<file path="config.mk">
export PLATFORM = sky130hd
export DESIGN_NAME = ofs_fim_pcie_ss_txreq_arb
export DESIGN_NICKNAME = d
export VERILOG_FILES = /design/src/rtl/ofs_fim_pcie_ss_txreq_arb.sv
export SDC_FILE = /design/constraint.sdc
export NUM_CORES = 1
export LEC_CHECK = 0
export BUFFER_PORTS_ARGS = -buffer_cell sky130_fd_sc_hd__buf_2
export CAP_MARGIN = 20
export CORE_AREA = 10 10 316 318
export DETAILED_ROUTE_END_ITERATION = 10
export DIE_AREA = 0 0 326 328
export GPL_TIMING_DRIVEN = 0
export SYNTH_ARGS = -nofsm -noshare
export SYNTH_HDL_FRONTEND = slang
export SYNTH_SLANG_ARGS = --single-unit
</file>
<file path="constraint.sdc">
create_clock -name fim_clk -period 18.79 [get_ports fim_clk]
set_clock_uncertainty 0.1 [all_clocks]
set_input_delay 1.879 -clock fim_clk [delete_from_list [all_inputs] [get_ports fim_clk]]
set_output_delay 1.879 -clock fim_clk [all_outputs]
set_load 0.05 [all_outputs]
</file>
<file path="src/rtl/ofs_fim_pcie_ss_txreq_arb.sv">
// ofs_fim_pcie_ss_txreq_arb
// Merges two header-only AXI-S sources (DM MRd reads and interrupts) onto the
// PCIe SS txreq channel. Arbitration is round-robin. The output is a single
// register stage that can reload in the same cycle it drains. Per-source
// saturating counters and a sticky multi-beat error flag support debug.
module ofs_fim_pcie_ss_txreq_arb #(
   parameter int TDATA_W = 256,
   parameter int TUSER_W = 10,
   parameter int CNT_W   = 16
) (
   input  logic               fim_clk,
   input  logic               fim_rst_n,

   input  logic               rd_tvalid,
   input  logic               rd_tlast,
   input  logic [TDATA_W-1:0] rd_tdata,
   input  logic [TUSER_W-1:0] rd_tuser_vendor,
   output logic               rd_tready,

   input  logic               intr_tvalid,
   input  logic               intr_tlast,
   input  logic [TDATA_W-1:0] intr_tdata,
   input  logic [TUSER_W-1:0] intr_tuser_vendor,
   output logic               intr_tready,

   output logic               txreq_tvalid,
   output logic               txreq_tlast,
   output logic [TDATA_W-1:0] txreq_tdata,
   output logic [TUSER_W-1:0] txreq_tuser_vendor,
   input  logic               txreq_tready,

   input  logic               clr_cnt,
   output logic [CNT_W-1:0]   rd_cnt,
   output logic [CNT_W-1:0]   intr_cnt,
   output logic               err_multi_beat
);

   typedef enum logic {EMPTY = 1'b0, FULL = 1'b1} state_t;

   state_t              r_state, w_state_nxt;
   logic                r_prio_intr;   // 1: intr wins the next tie
   logic [TDATA_W-1:0]  r_tdata;
   logic [TUSER_W-1:0]  r_tuser;
   logic [CNT_W-1:0]    r_rd_cnt, r_intr_cnt;
   logic                r_err;

   logic                w_slot_free, w_gnt_rd, w_gnt_intr;
   logic                w_acc_rd, w_acc_intr, w_acc, w_acc_tlast;
   logic                w_load, w_bad;

   // Slot can take a header when empty or when the held one leaves this cycle.
   assign w_slot_free = (r_state == EMPTY) | txreq_tready;
   assign w_gnt_rd    = rd_tvalid   & (~intr_tvalid | ~r_prio_intr);
   assign w_gnt_intr  = intr_tvalid & (~rd_tvalid   |  r_prio_intr);

   // Gating with reset keeps both sources stalled while reset is held.
   assign rd_tready   = fim_rst_n & w_slot_free & w_gnt_rd;
   assign intr_tready = fim_rst_n & w_slot_free & w_gnt_intr;

   assign w_acc_rd    = rd_tready;
   assign w_acc_intr  = intr_tready;
   assign w_acc       = w_acc_rd | w_acc_intr;
   assign w_acc_tlast = w_acc_rd ? rd_tlast : intr_tlast;
   // A tlast=0 beat is swallowed: it frees the source but never reaches txreq.
   assign w_load      = w_acc &  w_acc_tlast;
   assign w_bad       = w_acc & ~w_acc_tlast;

   // State register for the output slot.
   always_ff @(posedge fim_clk) begin
      if (!fim_rst_n) r_state <= EMPTY;
      else            r_state <= w_state_nxt;
   end

   // Next-state: load wins over drain so back-to-back headers stay full.
   always_comb begin
      w_state_nxt = r_state;
      case (r_state)
         EMPTY: if (w_load) w_state_nxt = FULL;
         FULL:  if (txreq_tready && !w_load) w_state_nxt = EMPTY;
         default: w_state_nxt = EMPTY;
      endcase
   end

   // Output decode: every forwarded header is a single beat.
   always_comb begin
      txreq_tvalid = (r_state == FULL);
      txreq_tlast  = (r_state == FULL);
   end

   // Payload capture; only written on a load, so it holds under backpressure.
   always_ff @(posedge fim_clk) begin
      if (w_load) begin
         r_tdata <= w_acc_rd ? rd_tdata        : intr_tdata;
         r_tuser <= w_acc_rd ? rd_tuser_vendor : intr_tuser_vendor;
      end
   end

   assign txreq_tdata        = r_tdata;
   assign txreq_tuser_vendor = r_tuser;

   // Round-robin pointer moves only when a beat is actually accepted.
   always_ff @(posedge fim_clk) begin
      if (!fim_rst_n)      r_prio_intr <= 1'b0;
      else if (w_acc_rd)   r_prio_intr <= 1'b1;
      else if (w_acc_intr) r_prio_intr <= 1'b0;
   end

   // Saturating per-source counters and sticky error; clear has priority.
   always_ff @(posedge fim_clk) begin
      if (!fim_rst_n || clr_cnt) begin
         r_rd_cnt   <= '0;
         r_intr_cnt <= '0;
         r_err      <= 1'b0;
      end else begin
         if (w_load && w_acc_rd && (r_rd_cnt != '1))
            r_rd_cnt <= r_rd_cnt + CNT_W'(1);
         if (w_load && w_acc_intr && (r_intr_cnt != '1))
            r_intr_cnt <= r_intr_cnt + CNT_W'(1);
         if (w_bad)
            r_err <= 1'b1;
      end
   end

   assign rd_cnt         = r_rd_cnt;
   assign intr_cnt       = r_intr_cnt;
   assign err_multi_beat = r_err;

endmodule
</file>
Word level (Yosys, flattened, before mapping)
Index checks and enable logic that the tools add are counted. Widths: inputs -> output; s select.

Input bits: 540. Bits in registers: 301. Logic and storage cells: 44.

Reductions and logical operators: 9. Bitwise logic cells: 16. Muxes and demuxes: 8. $add $sub $neg: 2. Equal/unequal tests: 2.

Operator list (count): $mux 256 (1); $add 16x1->16 const B (2); $ne 16x16->1 const B (2); $mux 10 (1); $and 1x1->1 (7); $logic_and 1x1->1 (5); $mux 1 (5); $not 1->1 (5); $or 1x1->1 (4); $logic_not 1->1 (2); $pmux 1 s2 (1); $reduce_bool 2->1 (1); $logic_or 1x1->1 (1).

Logic depth before layout (Yosys ltp)
Gate-level depths: netlist (run 1).

Word-level depth: 10. Depth in mapped cells: 7.

Worst setup path before layout (run 1)
Ideal clock, no wire load.

Path type: input to register. Start: input port rd_tvalid. End: register r_tdata[0] (netlist: txreq_tdata[0]), enable pin. Library setup time: 2.016 ns. Path buffers: 1. Cell stages on the path: 4. Setup slack: 9.704 ns. Data arrival time: 6.970 ns. Data required time: 16.674 ns. Cells stage by stage: or2b_2 nand4_4 clkbuf_1 nand2_1.

Word-level cells in the longest chain between the ends: 6. Elaborated cells between the ends (all ways): 9.

Ends and longest elaborated chain: start, declared (line 14) `input logic rd_tvalid,`; $not 1->1 (line 54) `assign w_gnt_intr = intr_tvalid & (~rd_tvalid | r_prio_intr);`; $or 1x1->1 (line 54); $and 1x1->1 (line 54); $and 1x1->1 (line 58) `assign intr_tready = fim_rst_n & w_slot_free & w_gnt_intr;`; $or 1x1->1 (line 62) `assign w_acc = w_acc_rd | w_acc_intr;`; $and 1x1->1 * (line 65) `assign w_load = w_acc & w_acc_tlast;`; via w_load (line 49) `logic w_load, w_bad;`; end signal, assigned (line 93) `r_tdata <= w_acc_rd ? rd_tdata : intr_tdata;`; end, declared (line 42) `logic [TDATA_W-1:0] r_tdata;`.

The timed path passes the listed nets; every way through them passes the cells marked *. A chain may end at the register's enable or synchronous reset.

Worst setup path after layout (run 1)
Start: input port txreq_tready. End: output port rd_tready.

Word-level cells in the longest chain between the ends: 3.

Ends and longest elaborated chain: start, declared (line 30) `input logic txreq_tready,`; $or 1x1->1 (line 52) `assign w_slot_free = (r_state == EMPTY) | txreq_tready;`; $and 1x1->1 (2 in a row) (line 57) `assign rd_tready = fim_rst_n & w_slot_free & w_gnt_rd;`; end, declared (line 18) `output logic rd_tready,`.

No other way between the ends.

==> results of run 1 <==
[cell families (layout without fill, tap and decap cells)]
kind of cell	after synthesis	in the layout	share of synthesized area (%)
buffers and inverters	71	990	2.101
DFF	301	301	67.23
adders and majority gates	2	2	0.1936
AOI/OAI and AO/OA	14	14	0.5906
muxes	1	1	0.07746
other	0	1	0
and+or+nand+nor	913	913	28.11
xor gates and xnor gates	25	25	1.694
[placed cells by master, fill, tap and decap left out, drive strengths merged]
cell,n
nand3,11
or3,1
or4,1
ha,2
nand4,12
o21a,1
mux2i,1
xnor2,24
and2,2
or2,2
o21ai,5
nor3b,3
nor4bb,1
nor4b,2
clkinvlp,3
bufinv,3
dfxtp,35
edfxtp,266
and3,1
and4,4
diode,1
nor2,32
inv,6
clkbuf,119
buf,852
a21oi,5
a31oi,3
nand2b,3
nor3,8
nor4,17
or2b,1
xor2,1
clkinv,7
nand2,812
[worst max path at each step]
| stage | from | to | slack (ns) | cells past startpoint |
|---|---|---|---|---|
| after detailed placement | txreq_tready | rd_tready | 12.27 | 6 |
| final | txreq_tready | rd_tready | 12.41 | 6 |
| after floorplan | rd_tvalid | txreq_tdata[0]$_DFFE_PP_ | 9.70 | 4 |
| after global routing | txreq_tready | rd_tready | 12.22 | 6 |
| after CTS | txreq_tready | rd_tready | 12.26 | 6 |
| after global placement | rd_tvalid | txreq_tdata[157]$_DFFE_PP_ | 5.19 | 5 |
[area by class of cell]
type                            instances  area [sq um]  area share (%)
Sequential cell                       301          8688           43.08
Timing Repair Buffer                  848          4367           21.65
Multi-Input combinational cell        955          3970           19.68
Tap cell                             1254          1569           7.780
Clock buffer                           56          1135           5.627
Buffer                                 67         256.5           1.272
Clock inverter                         15         165.2          0.8189
Inverter                                4         15.01         0.07445
Antenna cell                            1         2.502         0.01241
[metal layers]
layer  part of all wire [%]  track usage [%]
met5                  0.093                0
met4                    2.5            3.843
met3                    9.2            4.470
met2                     46            22.62
met1                     42            17.50
[through the flow]
step	util (%)	cell area (sq um)
finish	21.67	20170
global route	21.67	20170
CTS	21.67	20170
detailed placement	20.27	18870
global placement	20.10	18710
floorplan	-	12920
[registers in the layout, indices dropped and copies added (netlist names)]
name                flops
rd_cnt                 16
err_multi_beat          1
r_prio_intr             1
txreq_tlast             1
txreq_tuser_vendor     10
intr_cnt               16
txreq_tdata           256
[worst max-delay path, cell delays in order]
cell,delay [ns]
buf_2,0.08
nand2b_2,0.17
nand4_1,0.76
inv_2,0.64
clkbuf_1,0.48
buf_2,0.37
[power by group]
part           internal [uW]  total (uW)  switching, uW
registers                774         783           8.89
clock network            463         784            320
logic                   90.6         347            257
==> summary.md, run 1 <==
| Metric | Value |
|---|---|
| Status | completed |
| Initial DRC Count | 850 |
| DP HPWL | 67.12 mm |
| Vias per cell | 3.708 |
| Fmax | 156.7 MHz |
| Slew Limit Fails | 0 |
| Crit Reg-Reg Startpoint | txreq_tlast$_SDFF_PN0_ |
| Final setup fails | 0 |
| Yosys top cell by area | edfxtp_1 |
| # port buffers | 842 |
| Pre-CTS setup slack | 12.27 ns |
| Maximum clock insertion buffer count | 3 |
| DP Cell Count | 3429 |
| Wire per inst | 22.69 microns |
| Pin count of the biggest net entering global routing | 60 |
| Worst min-delay path class | flop to flop |
| CTS root buf | clkbuf_16 |
| Share of flip-flops with an asynchronous set or reset | 0% |
| Die height | 328 microns |
| Via Count | 12980 |
| Final hold vios | 0 |
| Worst-margin pin slew | 1.080 ns |
| Cells on Worst Hold Path | 2 |
| Reg-to-reg endpoint | txreq_tdata[234]$_DFFE_PP_ |
| Max FO, Critical Path | 10 |
| Initial antenna violation count | 22 |
| CTS H-tree lvls | 2 |
| R2R depth | 7 |
| Yosys cell types | 37 |
| IO Pins | 843 |
| Area contributors post-synth | edfxtp_1 62%, nand2_1 24%, dfxtp_1 5.4% |
| Grt total ovfl | 0 |
| Setup TNS | 0 ns |
| Gpl congestion | 0.9219 |
| Routed WL | 79.44 mm |
| Drt first pass iters | 7 |
| GRT Overall Usage | 13.91% |
| Sequential fraction of the synthesis area | 67.23% |
| Rows | 112 |
| Layout cells sized above 1 | 40.78% |
| Worst-path clk slew | 0.05 ns |
| Post-route DRC | 0 |
| WS Path Type | input pin to output pin |
| P_leak | 0.009393 uW |
| Starting density of the core | 13.89% |
| Clock sinks | 301 |
| Core Box Area | 93050 sq um |
| Worst Hold Launch | err_multi_beat$_SDFFE_PP0P_ |
| EDFF count, synth | 266 |
| Most frequent cell after synthesis | nand2_1 |
| Setup ws final | 12.41 ns |
| Non-filler cells, final | 3501 |
| Hold path endpoint | err_multi_beat$_SDFFE_PP0P_ |
| Max-slew headroom | 28.03% |
| Skew-Pair Late Insertion Delay | 0.58 ns |
| Min Tclk post-route | 6.380 ns |
| Vias in the first global route | 12920 |
| Die area | 106900 sq um |
| Synthesized cell area | 12920 sq um |
| Area delta synth->final | 56.07% |
| Final period utilization | 33.95% |
| Commonest cells in the netlist | 812 x nand2_1, 266 x edfxtp_1, 63 x clkbuf_1 |
| Resized cells post-CTS | 0 |
| Kind of end point of the critical path | output pin |
| Post-CTS Setup Bufs | 0 |
| Syn_nets | 1869 |
| Required @ worst endpoint | 16.81 ns |
| Final hold slack | 0.3674 ns |
| RSZ-0062 raised after global routing | false |
| Peak VDD IR | 50.17 uV |
| Flop2flop setup slack | 14.95 ns |
| CTS tree | done |
| Total Power | 1914 uW |
| Syn Area/Cell | 9.738 sq um |
| #FFs+latches synth | 301 |
| Share of the synthesized area in the top cell type | 61.81% |
| CTS Buf Count | 41 |
| Main synth FF type | edfxtp_1 |
| Global-route wire length before repair | 104.8 mm |
| Ys Warns | 0 |
| Pwr dens | 94.91 nW/um^2 |
| Die Width | 326 microns |
| Critical path arrival | 4.40 ns |
| Cells after synthesis | 1327 |
| Final ANT Viol Nets | 0 |
| Nets | 2760 |
| Layout fillers | 10440 |
| CTS Hold Bufs | 0 |
| Startpoint class of the critical path | input pin |
| MaxCap Viol Count | 0 |
(Power assumes the default switching activity.)
==> run 2: changes to the inputs <==
==> constraint.sdc (replaced) <==
create_clock -name fim_clk -period 5.85 [get_ports fim_clk]
set_clock_uncertainty 0.1 [all_clocks]
set_input_delay 0.585 -clock fim_clk [delete_from_list [all_inputs] [get_ports fim_clk]]
set_output_delay 0.585 -clock fim_clk [all_outputs]
set_load 0.05 [all_outputs]
==> summary.md, run 2 (same netlist as run 1, synthesis figures left out) <==
| Metric | Value |
|---|---|
| Kind of end point of the critical path | flop |
| Layout fillers | 10480 (+0.42%) |
| Wire per inst | 22.81 microns (+0.54%) |
| Gpl congestion | 0.9406 (+2.0%) |
| MaxCap Viol Count | 0 (unchanged) |
| Min Tclk post-route | 3.994 ns |
| Routed WL | 79.87 mm (+0.54%) |
| Startpoint class of the critical path | flop |
| Max incr delay on CP | 0.86 ns (+0.10 ns) |
| Die Width | 326 microns (unchanged) |
| GRT Overall Usage | 14.09% (+0.18 points) |
| Worst-path clk slew | 0.06 ns (about the same) |
| Rows | 112 (unchanged) |
| FF+latch area | 8688 sq um (unchanged) |
| CP dominant cell by count | nand2_1 |
| Peak VDD IR | 153.4 uV (+210%) |
| Core Box Area | 93050 sq um (unchanged) |
| Post-CTS Setup Bufs | 0 (unchanged) |
| Nets | 2757 (-0.11%) |
| Grt total ovfl | 0 (unchanged) |
| Cells on Worst Hold Path | 3 (+1) |
| Skew-Pair Late Insertion Delay | 0.57 ns (about the same) |
| Pin count of the biggest net entering global routing | 81 (+35%) |
| CTS Buf Count | 39 (-4.9%) |
| Commonest non-fill, non-tap cells in the layout | 843 x buf_2, 811 x nand2_1, 266 x edfxtp_1 |
| Starting density of the core | 13.89% (unchanged) |
| Final hold vios | 0 (unchanged) |
| Fmax | 250.4 MHz |
| Area delta synth->final | 55.45% |
| RSZ-0062 raised after global routing | false |
| R2R depth | 7 (unchanged) |
| Die height | 328 microns (unchanged) |
| WS Path Type | flop to flop |
| Critical path's slowest cell | buf_1 |
| Global-route wire length before repair | 106.1 mm (+1.2%) |
| Max FO, Critical Path | 10 (unchanged) |
| Drt first pass iters | 5 (-2) |
| Slew Limit Fails | 0 (unchanged) |
| Final setup fails | 0 (unchanged) |
| Multi-input logic area | 3979 sq um (+0.22%) |
| CTS root buf | clkbuf_16 |
| Layout cells sized above 1 | 40.73% (-0.053 points) |
| Max reg flops | 256 (unchanged) |
| DP HPWL | 67.75 mm (+0.94%) |
| # port buffers | 842 (unchanged) |
| Initial antenna violation count | 12 (-45%) |
| CTS Hold Bufs | 0 (unchanged) |
| Status | completed |
| Resized cells post-CTS | 0 (unchanged) |
| Die area | 106900 sq um (unchanged) |
| Initial DRC Count | 813 (-4.4%) |
| Post-route DRC | 0 (unchanged) |
| Max-slew headroom | 29.10% (+1.1 points) |
| Maximum clock insertion buffer count | 3 (unchanged) |
| Vias per cell | 3.687 (-0.58%) |
| CTS H-tree lvls | 2 (unchanged) |
| P_leak | 0.009360 uW (-0.35%) |
| IO Pins | 843 (unchanged) |
| Final period utilization | 68.27% |
| Finished Cell Area | 20090 sq um (-0.40%) |
| Non-filler cells, final | 3501 (unchanged) |
| Required @ worst endpoint | 6.15 ns (-10.66 ns) |
| Commonest non-fill, non-tap cell in the layout | buf_2 |
| Pwr dens | 302.3 nW/um^2 (+220%) |
| CTS tree | done |
| Worst-margin pin slew | 1.064 ns (-0.01596 ns) |
| Critical path arrival | 4.30 ns (-0.10 ns) |
| Final ANT Viol Nets | 0 (unchanged) |
| Worst min-delay path class | input pin to flop |
| DP Cell Count | 3428 (-0.029%) |
| Via Count | 12910 (-0.58%) |
| Crit-path cells | nand2b_2 > nand4_1 > inv_2 > clkbuf_1 > buf_1 > nand2_1 > nand2_1 |
| Vias in the first global route | 13030 (+0.90%) |
| Placed inst area | 18830 sq um (-0.17%) |
| Clock sinks | 301 (unchanged) |
[run 2: cell types whose count changed in the layout (fill, tap and decap cells not counted), sizes merged]
cell	change
diode	+2
buf	-1
clkbuf	-3
clkinvlp	-1
clkinv	+3
[run 2: path summary, 6_finish.rpt]
check / start / to / slack, ns
worst max-delay path: txreq_tlast$_SDFF_PN0_ / txreq_tdata[244]$_DFFE_PP_ / 1.86
worst min-delay path: rd_tdata[79] / txreq_tdata[79]$_DFFE_PP_ / 0.17
worst max register to register: txreq_tlast$_SDFF_PN0_ / txreq_tdata[244]$_DFFE_PP_ / 1.86
worst min register to register: intr_cnt[1]$_SDFFE_PP0P_ / intr_cnt[1]$_SDFFE_PP0P_ / 0.42
[run 2: area by class of cell]
class	instances	share of cell area, %
tap	1254	7.811
sequential	301	43.25
multi-input combinational	955	19.81
timing repair buffer	847	21.54
inverter	4	0.07474
antenna	3	0.03737
clock inverter	17	0.8222
buffer	67	1.277
clock buffer	53	5.382
[run 2: stage by stage]
stage | TNS, ns | hold WS [ns] | total power (uW) | util (%) | setup slack [ns]
floorplan | 0 | 0.3740 | 3168 | - | 0.7546
global placement | -462.33 | 0.3950 | 3704 | 20.11 | -1.807
detailed placement | 0 | 0.4081 | 3692 | 20.24 | 1.268
CTS | 0 | 0.1058 | 6203 | 21.58 | 1.626
global route | 0 | 0.1355 | 6341 | 21.58 | 1.532
finish | 0 | 0.1710 | 6072 | 21.59 | 1.856
[run 2: routing by layer]
| metal | wire length [microns] | up-vias | share of wire (%) | track usage [%] |
|---|---|---|---|---|
| li1 | - | 6132 | - | - |
| met1 | 32880 | 6039 | 41 | 17.21 |
| met2 | 37750 | 644 | 47 | 23.23 |
| met3 | 7126 | 85 | 8.9 | 4.764 |
| met4 | 2085 | 8 | 2.6 | 4.211 |
| met5 | 34 | - | 0.043 | 0 |
[run 2: critical path: cells and delay by family, from the launching register on]
family / cells / cell delay (ns)
buf+inv: 3 / 2.11
simple gates: 4 / 1.27
flops: 1 / 0.33
[run 2: where the power goes]
| group | switching [uW] | total (uW) | internal, uW |
|---|---|---|---|
| registers | 30.8 | 2520 | 2490 |
| logic | 828 | 1120 | 287 |
| clock network | 1010 | 2440 | 1430 |
==> run 3: changes to the inputs <==
--- a/config.mk
+++ b/config.mk
@@ -5,11 +5,12 @@
 export SDC_FILE = /design/constraint.sdc
 export NUM_CORES = 1
 export LEC_CHECK = 0
+export ABC_AREA = 1
 export BUFFER_PORTS_ARGS = -buffer_cell sky130_fd_sc_hd__buf_2
 export CAP_MARGIN = 20
-export CORE_AREA = 10 10 316 318
+export CORE_AREA = 10 10 322 324
 export DETAILED_ROUTE_END_ITERATION = 10
-export DIE_AREA = 0 0 326 328
+export DIE_AREA = 0 0 332 334
 export GPL_TIMING_DRIVEN = 0
 export SYNTH_ARGS = -nofsm -noshare
 export SYNTH_HDL_FRONTEND = slang
==> constraint.sdc (replaced) <==
create_clock -name fim_clk -period 3.92 [get_ports fim_clk]
set_clock_uncertainty 0.1 [all_clocks]
set_input_delay 0.392 -clock fim_clk [delete_from_list [all_inputs] [get_ports fim_clk]]
set_output_delay 0.392 -clock fim_clk [all_outputs]
set_load 0.05 [all_outputs]
==> summary.md, run 3 <==
| Metric | Value |
|---|---|
| Gpl congestion | 0.9025 (-4.1%) |
| #FFs+latches synth | 301 (unchanged) |
| Pin count of the biggest net entering global routing | 43 (-47%) |
| Non-filler cells, final | 4029 (+15%) |
| Area delta synth->final | 80.78% |
| Uppermost layer routed | met5 |
| Peak VDD IR | 228.1 uV (+49%) |
| Starting density of the core | 13.71% (-0.18 points) |
| Main synth FF type | edfxtp_1 |
| Kind of end point of the critical path | flop |
| Final ANT Viol Nets | 0 (unchanged) |
| Synthesized cell area | 13370 sq um (+3.5%) |
| Required @ worst endpoint | 4.07 ns (-2.08 ns) |
| Startpoint class of the critical path | input pin |
| Cells after synthesis | 1457 (+9.8%) |
| Final hold vios | 0 (unchanged) |
| Max-slew headroom | 42.88% (+14 points) |
| Syn_nets | 1999 (+7.0%) |
| Grt total ovfl | 0 (unchanged) |
| Layout cells sized above 1 | 35.66% (-5.1 points) |
| P_leak | 0.01126 uW (+20%) |
| Vias in the first global route | 15760 (+21%) |
| Yosys cell types | 33 (-11%) |
| Drt first pass iters | 5 (unchanged) |
| Max reg flops | 256 (unchanged) |
| Max FO, Critical Path | 42 (+32) |
| Share of flip-flops with an asynchronous set or reset | 0% (unchanged) |
| Setup TNS | 0 ns (unchanged) |
| Critical path arrival | 3.72 ns (-0.58 ns) |
| Placed inst area | 19380 sq um (+2.9%) |
| Wire per inst | 21.97 microns (-3.7%) |
| WS Path Type | input pin to flop |
| Finished Cell Area | 24170 sq um (+20%) |
| CTS H-tree lvls | 2 (unchanged) |
| Initial DRC Count | 982 (+21%) |
| DP Cell Count | 3594 (+4.8%) |
| Final hold slack | 0.04032 ns (-0.1307 ns) |
| Maximum clock insertion buffer count | 3 (unchanged) |
| Global-route wire length before repair | 119.6 mm (+13%) |
| Die Width | 332 microns (+1.8%) |
| CTS Buf Count | 39 (unchanged) |
| Post-route DRC | 0 (unchanged) |
| Worst-path clk slew | 0.06 ns (about the same) |
| Vias per cell | 3.803 (+3.2%) |
| Sequential fraction of the synthesis area | 64.98% (-2.3 points) |
| Met1 WL | 35.28 mm (+7.3%) |
| Syn Area/Cell | 9.177 sq um (-5.8%) |
| # port buffers | 842 (unchanged) |
| Slew Limit Fails | 0 (unchanged) |
| EDFF count, synth | 266 (unchanged) |
| Skew-Pair Late Insertion Delay | 0.56 ns (about the same) |
| Wire length on met3 | 8.143 mm (+14%) |
| Area contributors post-synth | edfxtp_1 60%, nand2_1 25%, dfxtp_1 5.2% |
| Via Count | 15320 (+19%) |
| Routed WL | 88.50 mm (+11%) |
| Fmax | 280.3 MHz |
| Die height | 334 microns (+1.8%) |
| Commonest cells in the netlist | 908 x nand2_1, 266 x edfxtp_1, 45 x nor2_1 |
| Status | completed |
| Post-CTS Setup Bufs | 0 (unchanged) |
| Routed length on met2 | 41.64 mm (+10%) |
| CTS tree | done |
| Pwr dens | 386.0 nW/um^2 (+28%) |
| Final setup fails | 0 (unchanged) |
| RSZ-0062 raised after global routing | false |
| Share of the synthesized area in the top cell type | 59.74% (-2.1 points) |
| Total Power | 9330 uW (+54%) |
| IO Pins | 843 (unchanged) |
| Initial antenna violation count | 27 (+15) |
| Worst-margin pin slew | 0.8568 ns (-0.2067 ns) |
| Clock sinks | 301 (unchanged) |
| Worst min-delay path class | input pin to flop |
| Yosys top cell by area | edfxtp_1 |
| CTS root buf | clkbuf_16 |
| Nets | 3248 (+18%) |
| Die area | 110900 sq um (+3.7%) |
| Commonest non-fill, non-tap cell in the layout | nand2_1 |
| DP HPWL | 70.88 mm (+4.6%) |
| GRT Overall Usage | 15.08% (+1.0 points) |
| Core Box Area | 97560 sq um (+4.8%) |
| Final period utilization | 91.02% |
| MaxCap Viol Count | 0 (unchanged) |
| Most frequent cell after synthesis | nand2_1 |
| Commonest non-fill, non-tap cells in the layout | 906 x nand2_1, 879 x buf_2, 358 x dlygate4sd3_1 |
| Min Tclk post-route | 3.568 ns |
| Rows | 115 (+2.7%) |
| Ys Warns | 0 (unchanged) |
[run 3: worst paths after layout]
check	startpoint	end	slack (ns)	cells past startpoint
max	fim_rst_n	txreq_tdata[179]$_DFFE_PP_	0.35	13
min	rd_tdata[194]	txreq_tdata[194]$_DFFE_PP_	0.04	3
max reg2reg	r_prio_intr$_SDFFE_PN0P_	txreq_tdata[179]$_DFFE_PP_	0.46	12
min reg2reg	err_multi_beat$_SDFFE_PP0P_	err_multi_beat$_SDFFE_PP0P_	0.37	2
[run 3: routing by layer]
layer / GRT usage [%] / vias up
li1: - / 7203
met4: 5.369 / 16
met3: 5.060 / 140
met1: 17.85 / 7114
met5: 0 / -
met2: 25.21 / 850
[run 3: metrics by stage]
step	util (%)	setup slack (ns)
6_report	24.78	0.3522
5_1_grt	24.76	0.1845
4_1_cts	24.76	0.3004
2_1_floorplan	-	-1.536
3_5_place_dp	19.87	0.2010
3_3_place_gp	19.70	-4.808
[run 3: area by class of cell]
| type | instances | area [sq um] |
|---|---|---|
| plain buffers | 64 | 324.1 |
| fillers | 10480 | 73380 |
| clock buffers | 47 | 1049 |
| diodes | 8 | 20.02 |
| inverters | 34 | 133.9 |
| flip-flops and latches | 301 | 8692 |
| clock inverters | 22 | 136.4 |
| well taps | 1287 | 1610 |
| repair buffers | 1208 | 7960 |
| multi-input cells | 1058 | 4248 |
[run 3: kinds of logic (layout without fill, tap and decap cells)]
kind of cell / count (synthesis) / count (layout) / share of synthesized area [%]
flip-flops: 301 / 301 / 64.98
AO/OA/AOI/OAI: 39 / 39 / 1.535
AND/OR/NAND/NOR: 1009 / 1009 / 29.45
other: 0 / 8 / 0
XOR/XNOR: 8 / 8 / 0.5239
adder cells (fa/ha/maj): 2 / 2 / 0.1871
buffers and inverters: 98 / 1375 / 3.331
[run 3: what timing repair did]
item,4_1_cts,5_1_grt
hold buffers,358,0
hold endpoints to repair,212,0
gates resized for setup,0,0
[run 3: where the power goes]
group / internal (uW) / switching (uW) / leakage, uW
sequential: 3710 / 44.3 / 0.00275
combinational: 754 / 1350 / 0.00794
clock: 1970 / 1500 / 0.000577
[run 3: critical path, cell delays in order]
cell and delay, ns:
dlygate4sd3_1 0.52, buf_2 0.12, inv_2 0.06, a21oi_2 0.22, nand2_4 0.22, buf_6 0.23
nand2_1 0.10, nand2_2 0.08, clkinvlp_4 0.58, buf_12 0.32, buf_12 0.26, buf_12 0.22
buf_12 0.26
